File: src/rtl/shift_register.sv
// Self-contained serial transmitter. It loops forever over a 4-byte ROM
// (0x55, 0xA5, 0x0F, 0xC3) and sends each byte as one frame: a start bit (0),
// 8 data bits LSB first, a stop bit (1), then IDLE_BITS idle bits (1).
// Every bit is held for CLKS_PER_BIT clocks, and serialOut comes straight from a flop.
//
// Timing model: state/bit_cnt/cyc_cnt describe the bit that the *next* edge
// puts on serialOut. Reset leaves the machine armed in START with the line
// high. The first edge with rst low therefore drives the start bit.
`timescale 1ns/1ps

module shift_register #(
    parameter int CLKS_PER_BIT = 1,   // 1..65535 clocks per serial bit
    parameter int IDLE_BITS    = 2    // 0..15 idle bit periods after stop
) (
    input  logic clk,
    input  logic rst,
    output logic serialOut
);

    // The cycle counter only has to reach CLKS_PER_BIT-1. It keeps at least one bit
    // so the CLKS_PER_BIT=1 case still has a legal vector width.
    localparam int               CW        = (CLKS_PER_BIT > 1) ? $clog2(CLKS_PER_BIT) : 1;
    localparam logic [CW-1:0]    CYC_LAST  = CW'(CLKS_PER_BIT - 1);
    localparam logic [3:0]       IDLE_LAST = (IDLE_BITS > 0) ? 4'(IDLE_BITS - 1) : 4'd0;

    typedef enum logic [1:0] {
        START,
        DATA,
        STOP,
        IDLE
    } state_t;

    state_t          state;
    logic [1:0]      rom_idx;
    logic [3:0]      bit_cnt;     // data bit 0..7, or idle bit 0..IDLE_BITS-1
    logic [CW-1:0]   cyc_cnt;     // clock within the current bit period
    logic [7:0]      shift_reg;
    logic            bit_done;

    // NOTE: the payload is a constant lookup, not a storage array, so it needs
    // no reset and costs nothing to initialise.
    function automatic logic [7:0] rom_byte(input logic [1:0] idx);
        case (idx)
            2'd0:    rom_byte = 8'h55;
            2'd1:    rom_byte = 8'hA5;
            2'd2:    rom_byte = 8'h0F;
            default: rom_byte = 8'hC3;
        endcase
    endfunction

    // Last clock of the current bit period: the edge that advances to the next bit.
    assign bit_done = (cyc_cnt == CYC_LAST);

    // Frame sequencer, shift register and registered serial output.
    always_ff @(posedge clk) begin
        // NOTE: every register here uses non-blocking assignment. All branches then
        // see the pre-edge values, as real flops do, whatever the statement order.
        if (rst) begin
            serialOut <= 1'b1;
            state     <= START;
            rom_idx   <= 2'd0;
            bit_cnt   <= 4'd0;
            cyc_cnt   <= '0;
            shift_reg <= 8'h00;
        end else begin
            cyc_cnt <= bit_done ? '0 : cyc_cnt + 1'b1;

            case (state)
                START: begin
                    serialOut <= 1'b0;
                    shift_reg <= rom_byte(rom_idx);
                    if (bit_done) begin
                        state <= DATA;
                    end
                end

                DATA: begin
                    serialOut <= shift_reg[0];
                    if (bit_done) begin
                        shift_reg <= shift_reg >> 1;
                        if (bit_cnt == 4'd7) begin
                            bit_cnt <= 4'd0;
                            state   <= STOP;
                        end else begin
                            bit_cnt <= bit_cnt + 1'b1;
                        end
                    end
                end

                STOP: begin
                    serialOut <= 1'b1;
                    if (bit_done) begin
                        rom_idx <= rom_idx + 1'b1;   // wraps 3 -> 0 naturally
                        state   <= (IDLE_BITS == 0) ? START : IDLE;
                    end
                end

                IDLE: begin
                    serialOut <= 1'b1;
                    if (bit_done) begin
                        if (bit_cnt == IDLE_LAST) begin
                            bit_cnt <= 4'd0;
                            state   <= START;
                        end else begin
                            bit_cnt <= bit_cnt + 1'b1;
                        end
                    end
                end

                default: begin
                    serialOut <= 1'b1;
                    state     <= START;
                end
            endcase
        end
    end

endmodule

File: config.mk
export PLATFORM = sky130hd
export DESIGN_NAME = shift_register
export DESIGN_NICKNAME = d
export VERILOG_FILES = /design/src/rtl/shift_register.sv
export SDC_FILE = /design/constraint.sdc
export NUM_CORES = 1
export LEC_CHECK = 0
export BUFFER_PORTS_ARGS = -buffer_cell sky130_fd_sc_hd__buf_2
export CAP_MARGIN = 20
export CORE_MARGIN = 5
export CORE_UTILIZATION = 55
export CTS_BUF_LIST = sky130_fd_sc_hd__clkbuf_4 sky130_fd_sc_hd__clkbuf_8
export DETAILED_ROUTE_END_ITERATION = 12
export GPL_TIMING_DRIVEN = 1
export PLACE_DENSITY = 0.71
export SYNTH_ARGS = -nofsm -noshare
export SYNTH_HDL_FRONTEND = slang
export SYNTH_SLANG_ARGS = --single-unit
File: constraint.sdc
create_clock -name clk -period 2.8 [get_ports clk]
set_input_delay 0.28 -clock clk [delete_from_list [all_inputs] [get_ports clk]]
set_output_delay 0.28 -clock clk [all_outputs]
set_load 0.02 [all_outputs]
# --- Word level (Yosys, flattened, before mapping) ---
# Cells that the tools add are included.
op_classes:
  n_eq_ne: 13
  bitwise_logic: 1
  n_addsub: 3
  n_reduce_logical: 10
  muxes: 16
op_table:
  columns: ["op", "count"]
  rows:
  - ["$pmux 8 s3", 1]
  - ["$mux 4", 4]
  - ["$pmux 8 s2", 1]
  - ["$mux 2", 6]
  - ["$ne 2x2->1 const B", 6]
  - ["$mux 8", 1]
  - ["$pmux 2 s4", 1]
  - ["$pmux 4 s2", 1]
  - ["$eq 2x2->1 const B", 3]
  - ["$reduce_and 6->1", 1]
  - ["$add 4x1->4 const B", 1]
  - ["$eq 2x1->1 const B", 2]
  - ["$eq 4x1->1 const B", 1]
  - ["$eq 4x3->1 const B", 1]
  - ["$logic_not 2->1", 2]
  - ["$reduce_and 2->1", 2]
  - ["$reduce_bool 2->1", 2]
  - ["$reduce_or 2->1", 2]
  - ["$pmux 1 s3", 1]
  - ["$reduce_and 3->1", 1]
  - ["$add 2x1->2 const B", 1]
  - ["$add 1x1->1 const B", 1]
  - ["$not 1->1", 1]
totals:
  inputBits: 2
  register_bits: 18
  elab_cells: 49
  output_inout_bits: 1

# --- Depth between registers and ports, before layout ---
# Gate-level depths: netlist (run 1).
depth:
  ltp_word: 4
  depth_mapped: 7
  ltp_nobuf: 6

# --- Worst setup path before layout (run 1) ---
# OpenSTA, ideal clock, no wires.
synth_timing:
  path_kind: "flip-flop to flip-flop"
  start: "register state[0]"
  end: "register state[1]"
  setup_slack_ps: 851
  t_arrival_ps: 1832
  setup_ps: 117
  n_path_buf: 0
  path_stages_with_launch: 7
  cell_sequence: "dfxtp_1 > inv_1 > ha_1 > or4_1 > a222oi_1 > mux2i_1 > nor2_1"
synth_between:
  elab_chain_cells: 3
synth_rtl:
  columns: ["element", "line", "rtl"]
  rows:
  - ["start, declared", "33", "state_t state;"]
  - ["start signal, assigned", "94", "state <= (IDLE_BITS == 0) ? START : IDLE;"]
  - ["$eq 2x2->1, or another cell as far along", "68", "case (state)"]
  - ["$ne 2x2->1 (no line)", null, null]
  - ["$reduce_and 6->1 (no line)", null, null]
# Several ways; a longest one is shown, not always the timed one.
# A chain may end at the register's enable or synchronous reset.

# --- Worst setup path in the final report (run 1) ---
# Ends and elaborated chain as after synthesis.

==> run summary, run 1 <==
Crit path required time -> 2990 ps
xor and xnor area share after synthesis -> 2.59%
complex-gate fraction of the synthesized area -> 14.1%
max reg flops -> 8
crit path cell chain -> inv_1 > ha_1 > or4_1 > a222oi_1 > mux2i_1 > nor2_1
Slew headroom -> 63.5%
worst min path class -> in2reg
Final nets -> 129
Slew @ Worst Pin -> 547 ps
Num CTS Buffers -> 3
Die ar. -> 2800 µm²
clk slew on worst S/H paths -> 100 ps
CTS max path bufs -> 2
Adder-Cell Fraction of Synth Area -> 17.3%
Synth Area in Simple Gates -> 16.6%
Pwr Total -> 1.08 mW
top post-synthesis cells by area -> dfxtp_1 36%, ha_1 17%, mux2i_1 7.9%
Post-Route Skew -> 2.57 ps
ANT cells -> 0
min-delay src -> rst
final hold viol count -> 0
delay-heaviest family, CP -> simple AND/OR/NAND/NOR gates
largest stage delay on the critical path -> 520 ps
Synth area leader -> dfxtp_1
Final Setup Violations -> 0
Routed Wire Length -> 1690 µm
max-slew violations -> 0
total core area -> 1750 µm²
Mapped Nets -> 127
MaxCap Viol Count -> 0
RSZ-0062 raised after global routing -> false
TritonRoute pass-1 iters -> 4
Static Leak -> 0.445 nW
Crit. End Element -> flip-flop
Power Dens Cells -> 1010 nW/µm²
IO Port Bufs -> 2
maximum number of pins on one net before global-route repair -> 18
layout cells sized above 1 -> 8.04%
mux contribution to synthesized area -> 7.89%
post-synthesis cell count -> 111
setup_tns -> 0 ps
DR iter-0 viols -> 15
Tot GR Track Use -> 14.3%
first-pass GRT wire length -> 3020 µm
CP arrival -> 2360 ps
met3 WL -> 31 µm
Worst path slowest cell -> or4_1
status -> finished, final reports clean
Skew-Pair Late Insertion Delay -> 290 ps
vias in the first global route -> 696
HPWL after DPL -> 1250 µm
clock sinks -> 18
via/cell ratio -> 5.20
combinational family with the most area after synthesis -> adder cells
critical path peak fanout -> 5
Setup CP Type -> reg2reg
flops & latches, synth -> 18
vias -> 713
synthesized area per cell -> 9.14 µm²
crit start category -> flip-flop
CTS tree -> built
chip width -> 53.0 µm
gr ovfl total -> 0
DRC viols -> 0
Cell Area, Synth -> 1010 µm²
Max Used Layer -> met4
Synth cell types -> 31
Post-CTS Resized -> 0
post-CTS setup buffer count -> 0
Max Freq -> 0.459 GHz
maximum VDD drop -> 0.000625 V
Area Growth Syn to Fin -> 4.93%
number of I/O pins -> 3
Root Driver -> clkbuf_4
routability cong. -> 0.795
antenna-violating nets left -> 0
Post-CTS Hold Buffers -> 0
wire length on met2 -> 787 µm
Final min period -> 2180 ps
Yosys warnings -> 0
wire length on met1 -> 846 µm
initial core utilization -> 58.1%
top cell type's share of synthesized area -> 35.5%
sequential area share after synthesis -> 35.5%
filler instances -> 171
std cell rows -> 15
routed len/inst -> 12.4 µm
Final Cycle Share -> 77.8%
initial antenna violation count -> 0
crit path from -> state[0]
Die Ht -> 53.0 µm
CP bufs+invs -> 1
R2R Path Start -> state[0]
htree depth -> 1
where the power goes:
group	internal [mW]	leakage [nW]	switching [mW]	total [mW]
Sequential	0.330	0.148	0.0551	0.385
Clock	0.0793	0.0210	0.0800	0.159
Combinational	0.235	0.276	0.299	0.534
cells by family (layout without fill, tap and decap cells):
family                   Yosys count  after routing
AND/OR/NAND/NOR                   35             35
AO/OA/AOI/OAI                     19             19
flip-flops                        18             18
adder cells (fa/ha/maj)           14             14
buffers and inverters             13             14
multiplexers                       8              8
XOR/XNOR                           3              3
other                              1              1
Yosys cell counts:
cell      count
xor2_1        2
nand4_1       1
o21bai_1      1
conb_1        1
dfxtp_1      18
or2_2         1
ha_1         14
buf_6         1
o32a_1        1
o21ba_2       2
nor2_1       19
buf_1         1
a222oi_1      1
nand3b_1      2
inv_1         8
a211oi_1      6
nand2_1       4
nor3_1        2
a311oi_1      2
nor2b_1       2
nand4b_1      1
clkbuf_1      2
buf_2         1
a21o_1        1
or3b_1        1
a21oi_1       3
mux2i_1       8
nor3b_1       1
xnor2_1       1
or4_1         1
o21ai_0       2
area by class of cell:
cell class / instances / area, µm² / area share [%]
inverters: 8 / 30.0 / 2.82
clock buffers: 4 / 36.3 / 3.41
multi-input cells: 80 / 597 / 56.1
well taps: 25 / 31.3 / 2.94
flip-flops and latches: 18 / 360 / 33.8
repair buffers: 2 / 10.0 / 0.940
layout by cell type, fill, tap and decap left out, types with 2 or more instances in the layout:
cell type	synthesis	routed
a211oi_1	6	6
a21oi_1	3	3
a311oi_1	2	2
buf_2	1	2
clkbuf_4	0	3
dfxtp_1	18	18
ha_1	14	14
inv_1	8	8
mux2i_1	8	8
nand2_1	4	4
nand3b_1	2	2
nor2_1	19	19
nor2b_1	2	2
nor3_1	2	2
o21ai_0	2	2
o21ba_2	2	2
xor2_1	2	2
final timing paths:
check                      end  slack [ps]  cells after the start
setup reg to reg      state[1]         620                      6
hold / removal    shift_reg[2]         330                      2
setup / recovery      state[1]         620                      6
hold reg to reg   shift_reg[0]         500                      2
per-stage QoR:
stage	cells	util, %	setup slack, ps	hold WS [ps]	instance area [µm²]
floorplan	111	-	851	441	1010
global placement	133	58.9	752	455	1030
detailed placement	133	58.9	616	479	1030
CTS	137	61.0	597	345	1060
global route	137	61.0	430	365	1060
finish	137	61.0	623	335	1060
per-layer routing:
metal / GRT usage [%] / vias up
met5: 0 / -
met4: 4.26 / 0
met3: 3.38 / 4
met2: 24.8 / 4
met1: 17.2 / 324
li1: - / 381
No activity file was read; power rests on OpenSTA's default activity.
==> run 2, diff against run 1 <==
==> constraint.sdc (replaced) <==
create_clock -name clk -period 2.27 [get_ports clk]
set_input_delay 0.227 -clock clk [delete_from_list [all_inputs] [get_ports clk]]
set_output_delay 0.227 -clock clk [all_outputs]
set_load 0.02 [all_outputs]
==> run summary, run 2 (same netlist as run 1, synthesis figures left out) <==
RSZ-0062 raised after global routing -> false
Root Driver -> clkbuf_4
Final min period -> 2040 ps (-139 ps)
clock sinks -> 18 (unchanged)
Worst path slowest cell -> or4_1
routability cong. -> 0.795 (unchanged)
max reg flops -> 8 (unchanged)
Area Growth Syn to Fin -> 5.67%
largest stage delay on the critical path -> 520 ps (about the same)
Crit. End Element -> flip-flop
number of I/O pins -> 3 (unchanged)
delay-heaviest family, CP -> simple AND/OR/NAND/NOR gates
Final Util -> 61.4% (+0.43 points)
ANT cells -> 0 (unchanged)
worst min path class -> in2reg
first-pass GRT wire length -> 3020 µm (unchanged)
std cell rows -> 15 (unchanged)
IO Port Bufs -> 2 (unchanged)
MaxCap Viol Count -> 0 (unchanged)
CTS max path bufs -> 2 (unchanged)
max-slew violations -> 0 (unchanged)
initial antenna violation count -> 0 (unchanged)
commonest non-fill, non-tap cell in the layout -> nor2_1
chip width -> 53.0 µm (unchanged)
clk slew on worst S/H paths -> 100 ps (about the same)
post-route design area -> 1070 µm² (+0.71%)
maximum number of pins on one net before global-route repair -> 18 (unchanged)
Routed Wire Length -> 1690 µm (about the same)
filler instances -> 171 (unchanged)
Skew-Pair Late Insertion Delay -> 290 ps (about the same)
DRC viols -> 0 (unchanged)
crit path cell chain -> inv_1 > ha_1 > or4_1 > a222oi_1 > buf_4 > nor2_1 > a211oi_1
setup_tns -> 0 ps (unchanged)
routed len/inst -> 12.3 µm (-0.78%)
Crit path required time -> 2480 ps (-510 ps)
Post-Route Skew -> 2.35 ps (-0.220 ps)
TritonRoute pass-1 iters -> 4 (unchanged)
final hold viol count -> 0 (unchanged)
crit start category -> flip-flop
pre-CTS WS -> 85.7 ps (-530 ps)
CTS tree -> built
Final Cycle Share -> 89.8% (+12 points)
critical path peak fanout -> 5 (unchanged)
via/cell ratio -> 5.20 (-0.17%)
antenna-violating nets left -> 0 (unchanged)
vias in the first global route -> 696 (unchanged)
Final nets -> 130 (+0.78%)
initial core utilization -> 58.1% (unchanged)
maximum VDD drop -> 0.000774 V (+24%)
CP arrival -> 2250 ps (-110 ps)
Die Ht -> 53.0 µm (unchanged)
Static Leak -> 0.450 nW (+1.1%)
gr ovfl total -> 0 (unchanged)
DR iter-0 viols -> 12 (-3)
Post-CTS Hold Buffers -> 0 (unchanged)
Num CTS Buffers -> 3 (unchanged)
most frequent cells in the layout -> 19 x nor2_1, 18 x dfxtp_1, 14 x ha_1, 8 x inv_1, 8 x mux2i_1
Post-CTS Resized -> 0 (unchanged)
total core area -> 1750 µm² (unchanged)
Slew @ Worst Pin -> 533 ps (-14.0 ps)
status -> finished, final reports clean
HPWL after DPL -> 1250 µm (unchanged)
Die ar. -> 2800 µm² (unchanged)
final worst setup slack -> 231 ps (-391 ps)
Power Dens Cells -> 1260 nW/µm² (+24%)
layout cells sized above 1 -> 8.85% (+0.81 points)
Final Setup Violations -> 0 (unchanged)
Slew headroom -> 64.5% (+0.93 points)
Setup CP Type -> reg2reg
dpl cell area -> 1030 µm² (unchanged)
CP bufs+invs -> 2 (+1)
Tot GR Track Use -> 14.3% (unchanged)
vias -> 717 (+0.56%)
htree depth -> 1 (unchanged)
Max Freq -> 0.491 GHz (+6.8%)
==> run 2: cell types whose count changed in the layout (fill, tap and decap cells not counted), sizes merged <==
cell,previous run,this run
buf,2,3
==> run 2: through the flow <==
stage                     power (mW)  hold slack, ps  instances
after global placement          1.11             455        133
after CTS                       1.34             292        137
after floorplan                 1.03             441        111
after global routing            1.48             312        138
after detailed placement        1.14             479        133
final                           1.35             283        138
==> run 2: worst paths after layout <==
kind	start	to	slack, ps	cells after the start
min	rst	shift_reg[2]	280	2
max reg2reg	state[0]	state[0]	230	7
max	state[0]	state[0]	230	7
min reg2reg	shift_reg[1]	shift_reg[0]	500	2
==> run 2: cell type report <==
type | instances | area (µm²) | share of cell area [%]
flip-flops and latches | 18 | 360 | 33.6
repair buffers | 3 | 17.5 | 1.63
well taps | 25 | 31.3 | 2.92
clock buffers | 4 | 36.3 | 3.38
multi-input cells | 80 | 597 | 55.7
inverters | 8 | 30.0 | 2.80
==> run 2: report_power, final <==
group	total [mW]	internal, mW	switching, mW
sequential	0.475	0.407	0.0676
combinational	0.679	0.306	0.373
clock	0.196	0.0978	0.0984
==> run 2: timing repair <==
action / in CTS / in global routing
buffers inserted: 0 / 1
endpoints found under the hold margin: 0 / 0
setup endpoints to repair: 0 / 2
==> run 2: routing by layer <==
| metal | track usage, % | part of all wire, % | routed length (µm) | up-vias |
|---|---|---|---|---|
| met5 | 0 | 0 | 0 | - |
| met4 | 4.26 | 1.7 | 28 | 0 |
| met1 | 17.2 | 50 | 845 | 326 |
| met2 | 24.8 | 47 | 787 | 4 |
| met3 | 3.38 | 1.8 | 31 | 4 |
| li1 | - | - | - | 383 |
